## src/rtl/pipe_csa_adder.sv

```systemverilog
// Pipelined add/subtract: one SW-bit slice resolved per stage,
// slice carry handed forward between pipeline registers.
module pipe_csa_adder #(
  parameter int WIDTH  = 32,
  parameter int STAGES = 4
) (
  input  logic             clk,
  input  logic             rst,
  input  logic             in_valid,
  output logic             in_ready,
  input  logic [WIDTH-1:0] a,
  input  logic [WIDTH-1:0] b,
  input  logic             c_in,
  input  logic             sub,
  output logic             out_valid,
  input  logic             out_ready,
  output logic [WIDTH-1:0] sum,
  output logic             c_out,
  output logic             ovf,
  output logic             zero
);

  localparam int SW = WIDTH / STAGES;
  localparam int L  = STAGES - 1;

  logic adv;

  assign adv      = !out_valid || out_ready;
  assign in_ready = adv;

  for (genvar k = 0; k < STAGES; k++) begin : g_st
    localparam int LO = k * SW;
    localparam int NX = LO + SW;

    logic [WIDTH-1:LO] a_s;
    logic [WIDTH-1:LO] b_s;
    logic              c_s;
    logic              v_s;
    logic [SW:0]       add_s;
    logic [NX-1:0]     nsum;
    logic [NX-1:0]     sum_d;
    logic [NX-1:0]     sum_q;
    logic              vld_d;
    logic              vld_q;
    logic              cry_d;
    logic              cry_q;

    if (k == 0) begin : g_src
      assign a_s  = a;
      assign b_s  = sub ? ~b : b;
      assign c_s  = sub ? 1'b1 : c_in;
      assign v_s  = in_valid;
      assign nsum = add_s[SW-1:0];
    end else begin : g_src
      assign a_s  = g_st[k-1].g_fwd.a_q;
      assign b_s  = g_st[k-1].g_fwd.b_q;
      assign c_s  = g_st[k-1].cry_q;
      assign v_s  = g_st[k-1].vld_q;
      assign nsum = {add_s[SW-1:0], g_st[k-1].sum_q};
    end

    assign add_s = {1'b0, a_s[NX-1:LO]}
                 + {1'b0, b_s[NX-1:LO]}
                 + {{SW{1'b0}}, c_s};

    always_comb begin
      vld_d = vld_q;
      cry_d = cry_q;
      sum_d = sum_q;
      if (adv) begin
        vld_d = v_s;
        cry_d = add_s[SW];
        sum_d = nsum;
      end
    end

    always_ff @(posedge clk) begin
      if (rst) begin
        vld_q <= 1'b0;
        cry_q <= 1'b0;
        sum_q <= '0;
      end else begin
        vld_q <= vld_d;
        cry_q <= cry_d;
        sum_q <= sum_d;
      end
    end

    // Only the still-unprocessed upper slices travel forward
    if (k < L) begin : g_fwd
      logic [WIDTH-1:NX] a_d;
      logic [WIDTH-1:NX] a_q;
      logic [WIDTH-1:NX] b_d;
      logic [WIDTH-1:NX] b_q;

      always_comb begin
        a_d = a_q;
        b_d = b_q;
        if (adv) begin
          a_d = a_s[WIDTH-1:NX];
          b_d = b_s[WIDTH-1:NX];
        end
      end

      always_ff @(posedge clk) begin
        if (rst) begin
          a_q <= '0;
          b_q <= '0;
        end else begin
          a_q <= a_d;
          b_q <= b_d;
        end
      end
    end
  end

  logic ovf_d;
  logic ovf_q;
  logic zero_d;
  logic zero_q;

  always_comb begin
    ovf_d  = ovf_q;
    zero_d = zero_q;
    if (adv) begin
      ovf_d  = (g_st[L].a_s[WIDTH-1] == g_st[L].b_s[WIDTH-1])
            && (g_st[L].add_s[SW-1] != g_st[L].a_s[WIDTH-1]);
      zero_d = ~|g_st[L].nsum;
    end
  end

  always_ff @(posedge clk) begin
    if (rst) begin
      ovf_q  <= 1'b0;
      zero_q <= 1'b0;
    end else begin
      ovf_q  <= ovf_d;
      zero_q <= zero_d;
    end
  end

  assign out_valid = g_st[L].vld_q;
  assign sum       = g_st[L].sum_q;
  assign c_out     = g_st[L].cry_q;
  assign ovf       = ovf_q;
  assign zero      = zero_q;

endmodule
```

## config.mk

```make
export PLATFORM = sky130hd
export DESIGN_NAME = pipe_csa_adder
export DESIGN_NICKNAME = d
export VERILOG_FILES = /design/src/rtl/pipe_csa_adder.sv
export SDC_FILE = /design/constraint.sdc
export NUM_CORES = 1
export LEC_CHECK = 0
export CAP_MARGIN = 30
export CORE_MARGIN = 3
export CORE_UTILIZATION = 50
export DETAILED_ROUTE_END_ITERATION = 8
export GPL_TIMING_DRIVEN = 1
export MAX_ROUTING_LAYER = met4
export PLACE_DENSITY = 0.73
export REMOVE_ABC_BUFFERS = 1
export SLEW_MARGIN = 25
export SYNTH_ARGS = -nofsm -noshare
export SYNTH_HDL_FRONTEND = slang
export SYNTH_SLANG_ARGS = --single-unit
```

## constraint.sdc

```tcl
create_clock -name clk -period 5.72 [get_ports clk]
set_input_delay 1.144 -clock clk [delete_from_list [all_inputs] [get_ports clk]]
set_output_delay 1.144 -clock clk [all_outputs]
set_load 0.02 [all_outputs]
```

==> flow_summary.yaml, run 1 <==
outcome:
  status: "complete, no violations"
worst_setup_path:
  endpoint_kind: "output port"
  worstSetupStartpointType: "input port"
  crit_fanout: 57
  critical_path.startpoint: "out_ready"
  worstSetupPathType: "input port to output port"
  r2r_cells: 8
  cp.arrival_ns: 2.70
  slowest_stage: "clkdlybuf4s50_1"
  r2r_start: "g_st[2].cry_q"
  crit_chain: "clkdlybuf4s50_1 -> nor2b_4 -> inv_6 -> clkdlybuf4s50_1"
  critPathRequiredTime_ns: 4.58
  worst_path_most_repeated_cell: "clkdlybuf4s50_1"
  max_stage_delay_ns: 0.69
  r2r_slack_ns: 2.76
synthesis:
  syn_area_um2: 7880
  yosysSeqAreaShare: 0.473
  yosysUniqueCellTypes: 35
  yosysWarnings: 0
  synthArstFlopShare: 0
  ys_seq_elements: 186
  synth_edf_count: 0
  yosysTopAreaCell: "dfxtp_1"
  synth_top_area_frac: 0.473
  synth_area_per_cell_um2: 8.14
  syn_inst: 968
  yosys-top-cells-area: "dfxtp_1 (47%), nand2_1 (14%), a21oi_1 (9.7%)"
  synth_ff_type: "dfxtp_1"
global_route:
  grt_pass1_wl_um: 27700
  antenna_found_initial: 0
  grt_overflow: 0
  grt_max_degree: 94
  track_usage: 0.195
  grt_pass1_vias: 5945
sta:
  relSlewSlack: 0.405
  rsz0062_at_grt: "false"
  hold_viol: 0
  final.period_utilization: 0.672
  timing.hold.ws_ns: 0.448
  fmax_ghz: 0.260
  slew_violations: 0
  fin_crit_ns: 3.84
  worst_slew_pin_slew_ns: 0.892
  setup_viol: 0
  setup_ws_ns: 1.88
  clock_skew_ns: 0.00672
cts:
  cts_sinks: 186
  post-cts-setup-buffers: 0
  cts_hold_buf: 0
  h-tree-depth: 4
  cts-resized-gates: 0
  clockBufferDepth: 2
  cts_root_buf: "clkbuf_16"
  cts_tree: "yes"
  path_clk_slew_ns: 0.06
  clock_latency_ns: 0.43
  cts_buffers: 17
pwr:
  cellLeakagePower_uw: 0.00378
  finalPower_uw: 3030
  powerDensity_nw_per_um2: 314
  vdd_drop_max_mv: 0.228
floorplanning:
  num_rows: 45
  start_util: 0.514
  die_h_um: 132
  dieArea_um2: 17300
  pin_count: 107
  die_w_um: 132
  coreArea_um2: 15300
drt:
  drt-initial-drc-count: 424
  ant_nets: 0
  route.vias.total: 6360
  via_per_inst: 5.06
  wirelength_um: 16300
  firstDrtPassIters: 5
  wl_per_cell_um: 13.0
  drc: 0
finish:
  areaGrowthSynthToFinish_pct: 22.4
  num_antenna_cells: 0
  final_area_um2: 9640
  drive_above_1_share: 0.0402
  num-nets-final: 1139
  final_cells: 1257
placed_design:
  place_area_um2: 9010
  dp.cells: 1225
  io_buffer_count: 106
  gp_congestion: 0.802
  dpl_worst_slack_ns: 1.64
  place_hpwl_um: 10600
hold_path:
  min_path_type: "register to register"
  min_from: "sum[12]"
  whs_path_depth: 2
run:
  max-cap-violations: 0
## final timing paths
check,endpoint
hold reg to reg,sum[12]
setup reg to reg,zero
hold / removal,sum[12]
setup / recovery,in_ready
## cells in the mapped netlist (9+ instances only)
master / number
a211oi_1: 37
a21o_1: 9
a21oi_1: 153
buf_1: 9
clkbuf_1: 58
dfxtp_1: 186
ha_1: 28
inv_1: 16
nand2_1: 296
nand3b_1: 10
nor2_1: 40
nor3_1: 10
o21ai_0: 9
xnor2_1: 35
xor2_1: 15
## layer usage
| metal | part of all wire | track usage |
|---|---|---|
| met5 | 0 | - |
| met4 | 0.0075 | 0.0531 |
| met3 | 0.034 | 0.0456 |
| met2 | 0.47 | 0.307 |
| met1 | 0.49 | 0.254 |
## metrics by stage
step                utilization  TNS [ns]
finish                    0.629         0
detailed placement        0.588         0
global route              0.629         0
CTS                       0.629         0
global placement          0.588         0
floorplan                     -  -1398.06
## power breakdown
part | total, uW | switching, uW | internal [uW]
Clock | 1250 | 488 | 757
Sequential | 1430 | 50.4 | 1380
Combinational | 350 | 175 | 174
Total | 3030 | 714 | 2310
## flip-flops by register name, summed over array words and instances, names as in the netlist
name / cells
c_out: 1
g_st.cry_q: 3
g_st.g_fwd.a_q: 48
g_st.g_fwd.b_q: 48
g_st.sum_q: 48
g_st.vld_q: 3
out_valid: 1
ovf: 1
sum: 32
zero: 1
## logic make-up (layout without fill, tap and decap cells)
| group | Yosys count | count (layout) | share of synthesized area |
|---|---|---|---|
| buffers and inverters | 83 | 161 | 0.0396 |
| xor gates and xnor gates | 50 | 50 | 0.0556 |
| muxes | 3 | 3 | 0.00381 |
| and+or+nand+nor | 385 | 385 | 0.200 |
| DFF | 186 | 186 | 0.473 |
| AOI/OAI and AO/OA | 225 | 225 | 0.163 |
| adders and majority gates | 36 | 36 | 0.0648 |
## worst max-delay path: cells and delay by family
family	cells	cell delay, ns
simple gates	1	0.07
buf+inv	3	1.47
## placed cells by master (no fill, tap or decap), drive strengths merged, types with 4 or more instances in the layout
master / count
nor4: 7
xnor2: 35
ha: 28
o211ai: 5
clkinv: 4
clkbuf: 22
or3: 7
xor2: 15
o21ai: 10
nand2: 296
fa: 8
nor3: 10
buf: 9
nor2: 40
inv: 17
clkdlybuf4s50: 104
a211oi: 37
o21bai: 5
bufinv: 4
a21oi: 153
dfxtp: 186
a21o: 9
nand3b: 10
## cell type report
type / count / area, um2
tap: 211 / 264
timing repair buffer: 113 / 1110
fill: 1395 / 5680
sequential: 186 / 3720
clock inverter: 10 / 164
multi-input combinational: 699 / 3850
inverter: 16 / 65.1
clock buffer: 22 / 464
Power figures use the tool's default switching activity.
==> inputs of run 2 (changes only) <==
==> constraint.sdc (replaced) <==
create_clock -name clk -period 3.86 [get_ports clk]
set_input_delay 0.772 -clock clk [delete_from_list [all_inputs] [get_ports clk]]
set_output_delay 0.772 -clock clk [all_outputs]
set_load 0.02 [all_outputs]
==> flow_summary.yaml, run 2 (synthesized netlist as in run 1, its figures left out) <==
placed_design:
  place_hpwl_um: 10400
  io_buffer_count: 106
  dpl_worst_slack_ns: 0.488
  place_area_um2: 9040
  gp_congestion: 0.797
  dp.cells: 1226
finish:
  num-nets-final: 1140
  num_antenna_cells: 0
  areaGrowthSynthToFinish_pct: 21.7
  final_area_um2: 9590
  largestRegisters: "g_st.g_fwd.a_q (48), g_st.g_fwd.b_q (48), g_st.sum_q (48)"
  final_common_cell: "nand2_1"
  layout_common_cells: "nand2_1 (296), dfxtp_1 (186), a21oi_1 (153)"
  drive_above_1_share: 0.0439
  final_cells: 1258
cts:
  cts-resized-gates: 0
  cts_tree: "yes"
  h-tree-depth: 4
  cts_buffers: 17
  cts_sinks: 186
  cts_root_buf: "clkbuf_16"
  cts_hold_buf: 0
  post-cts-setup-buffers: 0
  path_clk_slew_ns: 0.07
  clock_latency_ns: 0.43
  clockBufferDepth: 2
sta:
  slew_violations: 0
  rsz0062_at_grt: "false"
  fmax_ghz: 0.330
  fin_crit_ns: 3.03
  timing.setup.tns_ns: 0
  hold_viol: 0
  worst_slew_pin_slew_ns: 0.876
  final.period_utilization: 0.786
  clock_skew_ns: 0.0128
  relSlewSlack: 0.416
  setup_viol: 0
  setup_ws_ns: 0.827
floorplanning:
  start_util: 0.514
  coreArea_um2: 15300
  num_rows: 45
  die_h_um: 132
  pin_count: 107
  dieArea_um2: 17300
  die_w_um: 132
worst_setup_path:
  worst_r2r_endpoint: "zero"
  crit_fanout: 42
  r2r_cells: 8
  r2r_start: "g_st[2].cry_q"
  crit_end: "in_ready"
  worstSetupPathType: "input port to output port"
  critPathRequiredTime_ns: 3.09
  endpoint_kind: "output port"
  critical_path.startpoint: "out_ready"
  cp.arrival_ns: 2.26
  r2r_slack_ns: 0.95
  worstSetupStartpointType: "input port"
global_route:
  grt_max_degree: 114
  grt_pass1_vias: 5847
  grt_pass1_wl_um: 26600
  antenna_found_initial: 0
  grt_overflow: 0
  track_usage: 0.188
pwr:
  pwr-share-seq: 0.501
  cellLeakagePower_uw: 0.00375
  powerDensity_nw_per_um2: 442
  vdd_drop_max_mv: 0.322
  p_comb_frac: 0.122
  p_int_uw: 3140
  p_sw_uw: 1090
  swShare: 0.258
  clkPwrFrac: 0.377
  finalPower_uw: 4230
drt:
  firstDrtPassIters: 4
  ant_nets: 0
  via_per_inst: 5.04
  drc: 0
  drt-initial-drc-count: 372
  route.vias.total: 6340
  wirelength_um: 15800
  wl_per_cell_um: 12.6
hold_path:
  min_path_type: "register to register"
outcome:
  status: "complete, no violations"
run:
  max-cap-violations: 0
==> run 2: cell types whose count changed in the layout (fill, tap and decap cells not counted), sizes merged <==
cell,change
buf,+1
bufinv,-4
clkbuf,-5
clkinv,+3
clkinvlp,+2
inv,+4
==> run 2: layout make-up <==
type / count / area, um2
clock buffers: 17 / 425
flip-flops and latches: 186 / 3720
inverters: 16 / 65.1
clock inverters: 15 / 116
well taps: 211 / 264
repair buffers: 114 / 1140
fillers: 1447 / 5730
multi-input cells: 699 / 3850
==> run 2: routing by layer <==
layer,up-vias,global-route usage,part of all wire
li1,3349,-,-
met1,2881,0.235,0.48
met2,104,0.306,0.47
met3,6,0.0429,0.042
met4,0,0.0578,0.0054
met5,-,-,0
==> run 2: through the flow <==
step / utilization / hold WS [ns]
3_5_place_dp: 0.591 / 0.442
2_1_floorplan: - / 0.425
4_1_cts: 0.626 / 0.451
3_3_place_gp: 0.591 / 0.438
6_report: 0.626 / 0.447
5_1_grt: 0.626 / 0.464
==> run 2: critical path: stages <==
cell,delay [ns]
clkdlybuf4s50_1,0.50
nor2b_4,0.08
inv_6,0.22
clkdlybuf4s50_1,0.66
==> run 2: how the worst min path moves through the flow <==
| stage | end | slack, ns | cells after the start | from |
|---|---|---|---|---|
| after floorplan | g_st[1].sum_q[7] | 0.43 | 2 | g_st[0].sum_q[7] |
| after global placement | g_st[2].vld_q | 0.44 | 2 | g_st[2].vld_q |
| after detailed placement | sum[11] | 0.44 | 2 | sum[11] |
| after CTS | sum[6] | 0.45 | 2 | sum[6] |
| after global routing | g_st[1].g_fwd.b_q[30] | 0.46 | 2 | g_st[1].g_fwd.b_q[30] |
| final | g_st[2].sum_q[0] | 0.45 | 2 | g_st[1].sum_q[0] |
==> run 2: power by group through the flow <==
stage	Sequential (uW)	Clock [uW]	Combinational (uW)
detailed placement	2160	0	519
CTS	2120	1630	523
global placement	2160	0	512
global route	2140	1710	582
floorplan	2160	0	295
finish	2120	1600	517
